==> src/rtl/paddle_filter.sv <==
// Two-channel paddle position smoother: per-channel exponential filter with a
// deadband on the held position, plus frame-synchronous position/velocity latch.

module paddle_chan #(
  parameter int SHIFT    = 2,
  parameter int DEADBAND = 2,
  parameter int VMAX     = 31
) (
  input  logic       clk,
  input  logic       reset_n,
  input  logic [9:0] raw,
  input  logic       stb,
  input  logic       frame,
  output logic [9:0] p,
  output logic [6:0] v
);
  localparam int W = 10 + SHIFT;
  localparam logic signed [10:0] VLIM = 11'(VMAX);
  localparam logic [10:0]        DBND = 11'(DEADBAND);

  typedef enum logic {INIT, TRACK} state_t;
  state_t state, state_nx;

  logic [W-1:0]       acc, acc_upd;
  logic [9:0]         f, h;
  logic               pend, seen;
  logic signed [10:0] dd, dv;
  logic [10:0]        mag;
  logic [6:0]         vsat;

  always_ff @(posedge clk or negedge reset_n) begin
    if (!reset_n) state <= INIT;
    else          state <= state_nx;
  end

  always_comb begin
    state_nx = state;
    if (state == INIT && stb) state_nx = TRACK;
  end

  always_comb begin
    f       = acc[W-1:SHIFT];
    // Intermediate sum may wrap; the subtraction brings it back into range.
    acc_upd = acc + W'(raw) - W'(f);
    dd      = $signed({1'b0, f}) - $signed({1'b0, h});
    mag     = dd[10] ? 11'(-dd) : 11'(dd);
    dv      = $signed({1'b0, h}) - $signed({1'b0, p});
    if (dv > VLIM)       vsat = 7'(VLIM);
    else if (dv < -VLIM) vsat = 7'(-VLIM);
    else                 vsat = dv[6:0];
  end

  always_ff @(posedge clk or negedge reset_n) begin
    if (!reset_n) begin
      acc  <= '0;
      h    <= '0;
      pend <= 1'b0;
      seen <= 1'b0;
      p    <= '0;
      v    <= '0;
    end else begin
      pend <= stb && (state == TRACK);
      if (stb) acc <= (state == INIT) ? (W'(raw) << SHIFT) : acc_upd;
      // Deadband stage works on the acc value written one cycle earlier.
      if (stb && state == INIT)        h <= raw;
      else if (pend && (mag > DBND))   h <= f;
      if (frame && state == TRACK) begin
        p    <= h;
        v    <= seen ? vsat : '0;
        seen <= 1'b1;
      end
    end
  end
endmodule

module paddle_filter #(
  parameter int SHIFT    = 2,
  parameter int DEADBAND = 2,
  parameter int VMAX     = 31
) (
  input  logic       clk,
  input  logic       reset_n,
  input  logic [9:0] raw_a,
  input  logic [9:0] raw_b,
  input  logic       stb_a,
  input  logic       stb_b,
  input  logic       frame,
  output logic [9:0] pa,
  output logic [9:0] pb,
  output logic [6:0] va,
  output logic [6:0] vb,
  output logic       upd
);
  paddle_chan #(.SHIFT(SHIFT), .DEADBAND(DEADBAND), .VMAX(VMAX)) u_a (
    .clk(clk), .reset_n(reset_n), .raw(raw_a), .stb(stb_a), .frame(frame),
    .p(pa), .v(va)
  );

  paddle_chan #(.SHIFT(SHIFT), .DEADBAND(DEADBAND), .VMAX(VMAX)) u_b (
    .clk(clk), .reset_n(reset_n), .raw(raw_b), .stb(stb_b), .frame(frame),
    .p(pb), .v(vb)
  );

  always_ff @(posedge clk or negedge reset_n) begin
    if (!reset_n) upd <= 1'b0;
    else          upd <= frame;
  end
endmodule

==> config.mk <==
export PLATFORM = sky130hd
export DESIGN_NAME = paddle_filter
export DESIGN_NICKNAME = d
export VERILOG_FILES = /design/src/rtl/paddle_filter.sv
export SDC_FILE = /design/constraint.sdc
export NUM_CORES = 1
export LEC_CHECK = 0
export ABC_CLOCK_PERIOD_IN_PS = 4500
export CORE_MARGIN = 4
export CORE_UTILIZATION = 60
export CTS_CLUSTER_DIAMETER = 200
export DETAILED_ROUTE_END_ITERATION = 6
export GPL_TIMING_DRIVEN = 0
export HOLD_SLACK_MARGIN = 0.12
export PLACE_DENSITY = 0.82
export SLEW_MARGIN = 20
export SYNTH_ARGS = -nofsm -noshare
export SYNTH_HDL_FRONTEND = slang
export SYNTH_SLANG_ARGS = --single-unit
==> constraint.sdc <==
create_clock -name clk -period 4.5 [get_ports clk]
set_clock_uncertainty 0.15 [all_clocks]
set_input_delay 0.45 -clock clk [delete_from_list [all_inputs] [get_ports clk]]
set_output_delay 0.45 -clock clk [all_outputs]
set_load 0.01 [all_outputs]
* Word-level counts from Yosys, hierarchy flattened *
Index checks and enable logic that the tools add are counted.

storage, ports and cells
  bits in registers = 85
  bits in latches = 0
  memory bits (writable) = 0
  bits in read-only memories = 0
  input port bits = 25
  output and inout port bits = 35
  logic and storage cells = 57
  memories kept = 0

cells by class
  add/sub/neg operators = 10
  multiply operators = 0
  divide/modulo/power cells = 0
  $lt $le $gt $ge = 6
  eq/ne operators = 0
  shift operators = 0
  multiplexer cells = 14
  bitwise gates (word level) = 2
  reduce and logical (&&, ||, !) cells = 10

operators by type and width
  operator             number
  $sub 10x10->11       4
  $mux 7               6
  $mux 10              4
  $add 12x10->12       2
  $mux 12              2
  $sub 12x10->12       2
  $gt 11x2->1 const B  2
  $gt 11x6->1 const B  2
  $lt 11x6->1 const B  2
  $mux 11              2
  $neg 11->11          2
  $logic_and 1x1->1    8
  $reduce_bool 2->1    2
  $not 1->1            2

* Longest topological paths before layout *
  word-level depth = 7
  mapped depth = 14

* Cells and area by module *
From an unflattened synthesis, not the netlist that was laid out.

second synthesis, totals
  cell total of the unflattened synthesis = 956
  area total of the unflattened synthesis = 8232.9 µm²

modules (own cells, without submodules)
  module              times used  cells an instance  area each (µm²)  sequential area each (µm²)
  paddle_chan at u_b  1           478                4221.5           1051.0
  paddle_chan at u_a  1           477                3986.3           1051.0
  paddle_filter       1           1                  25.0             25.0

* Worst setup path before layout *
Ideal clock, no wire load.

  path type = flip-flop to flip-flop
  start = register u_a.acc[2]
  end = register u_a.h[0]
  setup time = 0.123 ns
  data arrival time = 3.167 ns
  required time = 4.227 ns
  setup slack = 1.060 ns
  stages on the path, launching flop included = 15
  path buffers = 1
  period minus slack after synthesis = 3.440 ns
  cell sequence = dfrtp_1 > inv_1 > ha_1 > inv_1 > fa_1 > a21o_1 > a31o_1 > a211oi_1 > a211oi_1 > o41ai_2 > xnor2_1 > or2b_1 > o21a_1 > buf_2 > o221a_2

between the ends
  cells in the longest elaborated chain, start to end = 6

RTL lines
  item                         RTL line  text
  start, declared              24        logic [W-1:0] acc, acc_upd;
  start signal, assigned       63        if (stb) acc <= (state == INIT) ? (W'(raw) << SHIFT) : acc_upd;
  $sub 10x10->11               45        dd = $signed({1'b0, f}) - $signed({1'b0, h});
  $neg 11->11                  46        mag = dd[10] ? 11'(-dd) : 11'(dd);
  $mux 11                      46
  $gt 11x2->1                  66        else if (pend && (mag > DBND)) h <= f;
  $logic_and 1x1->1            66
  $reduce_bool 2->1 (no line)  --
  end signal, assigned         65        if (stb && state == INIT) h <= raw;
  end, declared                25        logic [9:0] f, h;

Several ways; a longest one is shown, not always the timed one. The select of a mux whose other input is x is not followed.
A chain may end at the register's enable or synchronous reset.

* Worst setup path in the final report *
  start = register u_b.acc[2]
  end = register u_b.h[2]

between the ends
  cells in the longest elaborated chain, start to end = 6

RTL lines
  item                             RTL line
  start, declared                  24
  start signal, assigned           63
  $sub 10x10->11 (*)               45
  $neg 11->11                      46
  $mux 11 (*)                      46
  $gt 11x2->1 (*)                  66
  $logic_and 1x1->1 (*)            66
  $reduce_bool 2->1 (no line) (*)  --
  end signal, assigned             65
  end, declared                    25

Every way passes the cells marked *; elsewhere a longest branch is shown, timed or not.

==> flow_metrics.tcl <==
set metrics [dict create \
    syn_area_um2 7580 \
    cp-end-kind "flop" \
    fin_nets 1077 \
    die_area_um2 14500 \
    route.detailed.drc 0 \
    cap_violations 0 \
    clk_latency_ps 350 \
    place_ws_ps 489 \
    met2_usage_pct 40.1 \
    start_util_pct 62.1 \
    grt_max_degree 51 \
    core-area_um2 12200 \
    crit_slowest_cell "a2111o_1" \
    post_cts_buffers 0 \
    crit_chain "inv_1 -> ha_1 -> inv_1 -> fa_1 -> xnor2_1 -> nand3_1 -> a2111o_1 -> o41ai_1 -> mux2_2 -> nand4_1 -> a221oi_1" \
    critPathKind "reg -> reg" \
    dieWidth_um 120 \
    numPortBuffers 58 \
    relSlewSlack_pct 57.6 \
    cts_buffers 9 \
    die_h_um 120 \
    crit_required_ps 4560 \
    setup_violations 0 \
    met3_usage_pct 3.41 \
    ys_types 81 \
    synth_compound_area_share_pct 23.5 \
    synthFlopType "dfrtp_1" \
    grt_remaining_overflow 0 \
    grt_pass1_vias 6303 \
    status "finished, final reports clean" \
    path_delay_family "compound AO/OA/AOI/OAI gates" \
    yosys.area.top_type "dfrtp_1" \
    antenna_found_initial 0 \
    crit_arrival_ps 4030 \
    layout-drive-gt1-share_pct 5.27 \
    synth_fa_ha_area_share_pct 17.2 \
    cp_num_buf_inv 2 \
    synth_edf_count 0 \
    synthArstFlopShare_pct 100 \
    tightest_slew_ps 633 \
    clock_path_buffers 2 \
    muxShareOfSynthArea_pct 2.67 \
    grt_usage_pct 25.2 \
    grt_setup_unrepaired "false" \
    synth_fp_nets 1006 \
    cts_root_buffer "clkbuf_16" \
    cts.clk_slew.worst_paths_ps 60 \
    finalCriticalPeriod_ps 3960 \
    wl_per_cell_um 15.2 \
    drtIter0Drc 574 \
    hpwlAfterDp_um 13400 \
    ys_seq_area_share_pct 28.0 \
    area_delta_synth_final_pct 14.9 \
    cts_tree "done" \
    via_per_inst 5.80 \
    hold_viol_final 0 \
    grt_pass1_wl_um 29800 \
    netlist_instances 891 \
    worstPathMaxFanout 9 \
    crit_top_cell "inv_1" \
    pin_count 60 \
    synthSimpleGateAreaFrac_pct 15.1 \
    antennaDiodeCount 0 \
    global_route.usage.met1_pct 35.7 \
    cts_sinks 85 \
    layout_commonest_cell "inv_1" \
    fin_crit_sh_pct 88.0 \
    synth_top_family_by_area "compound AO/OA/AOI/OAI gates" \
    busiest_layer "met2" \
    ctsHoldBuffers 1 \
    final.setup.worst_slack_ps 539 \
    slew_viol_final 0 \
    cts_resized 0 \
    synth_seq_cells 85 \
    slowest_delay_ps 500 \
    fmax_ghz 0.252 \
    route.antenna.remaining_nets 0 \
    vias 6578 \
    start_kind "flop" \
    hold_path.class "reg -> reg" \
    dr.pass1.iters 5 \
    synth_area_per_cell_um2 8.51 \
    rows 40 \
    fillers 943 \
    gp_congestion 0.907 \
    synth-warning-count 0 \
    final_cell_mix "145 x inv_1, 85 x dfrtp_1, 71 x nor2_1, 66 x ha_1, 64 x nand2_1" \
    synth-xor-area-share_pct 4.85 \
    wirelength_um 17300 \
    yosys-top-cells-area "dfrtp_1 28%, ha_1 11%, inv_1 7.2%" \
    h-tree-depth 3 \
    synth_top_area_share_pct 28.0 \
]
[state kept, by name, summed over array words and instances, names as in the netlist, 7 cells and up]
name,cells
u_b.acc,12
u_a.v,7
u_b.h,10
u_a.h,10
u_b.p,10
u_a.p,10
u_a.acc,12
u_b.v,7
[worst register-to-register path: stages, from the launching register on]
cell and delay, ps:
dfrtp_1 400, inv_1 120, ha_1 180, inv_1 60
fa_1 420, xnor2_1 360, nand3_1 270, a2111o_1 500
o41ai_1 300, mux2_2 250, nand4_1 350, a221oi_1 480
[worst paths after layout]
check                           start          to  slack [ps]  cells past startpoint
setup / recovery           u_b.acc[2]    u_b.h[2]         540                     11
hold / removal               u_b.v[1]    u_b.v[1]         320                      2
setup reg to reg           u_b.acc[2]    u_b.h[2]         540                     11
hold reg to reg              u_b.v[1]    u_b.v[1]         320                      2
max in group asynchronous     reset_n  u_b.acc[5]        3120                      3
min in group asynchronous     reset_n    u_b.v[4]         460                      2
[routing by layer]
layer | wire length (um) | part of all wire [%]
met1 | 8210 | 48
met2 | 7950 | 46
met3 | 814 | 4.7
met4 | 285 | 1.7
met5 | 0 | 0
[cell type report]
cell class                 count  area [um^2]  share of cell area (%)
clock inverter                 5         60.1                   0.689
multi-input combinational    637         4800                    55.1
buffer                        24          109                    1.25
inverter                     145          544                    6.25
timing repair buffer          60          616                    7.06
clock buffer                  11          243                    2.79
sequential                    85         2130                    24.4
tap                          168          210                    2.41
[synthesized netlist by cell type (all sizes together), types with 4 or more instances]
cell / instances
clkbuf: 17
nor2: 71
o31ai: 7
a221oi: 10
nand3b: 4
o21ai: 53
fa: 24
nand2: 64
o22ai: 6
nor4: 5
and3: 4
and2: 6
nor2b: 10
o21a: 11
o311ai: 4
a211oi: 5
or2: 5
o211ai: 8
ha: 66
nand2b: 14
nand3: 18
xnor2: 29
nor3: 17
a21o: 25
inv: 145
a21oi: 49
or3: 5
dfrtp: 85
o221a: 12
buf: 7
xor2: 13
mux2i: 18
o21bai: 4
a31oi: 9
a2111oi: 4
[through the flow]
stage          utilization (%)  hold slack [ps]  cells  TNS, ps  area, um^2
6_report                  71.4              317   1135        0        8710
3_3_place_gp              68.6              302   1117   -25740        8380
5_1_grt                   71.4              338   1135        0        8710
4_1_cts                   71.4              321   1135        0        8710
3_5_place_dp              68.8              299   1118        0        8400
2_1_floorplan                -             4.41    891        0        7580
[kinds of logic after synthesis]
group | count (synthesis)
AOI/OAI and AO/OA | 246
and+or+nand+nor | 239
buffers and inverters | 169
adders and majority gates | 90
DFF | 85
xor gates and xnor gates | 42
muxes | 20
Power is left out: the tool's default activity adds up to more than one toggle a clock period on the data nets, which glitch-free logic cannot reach.
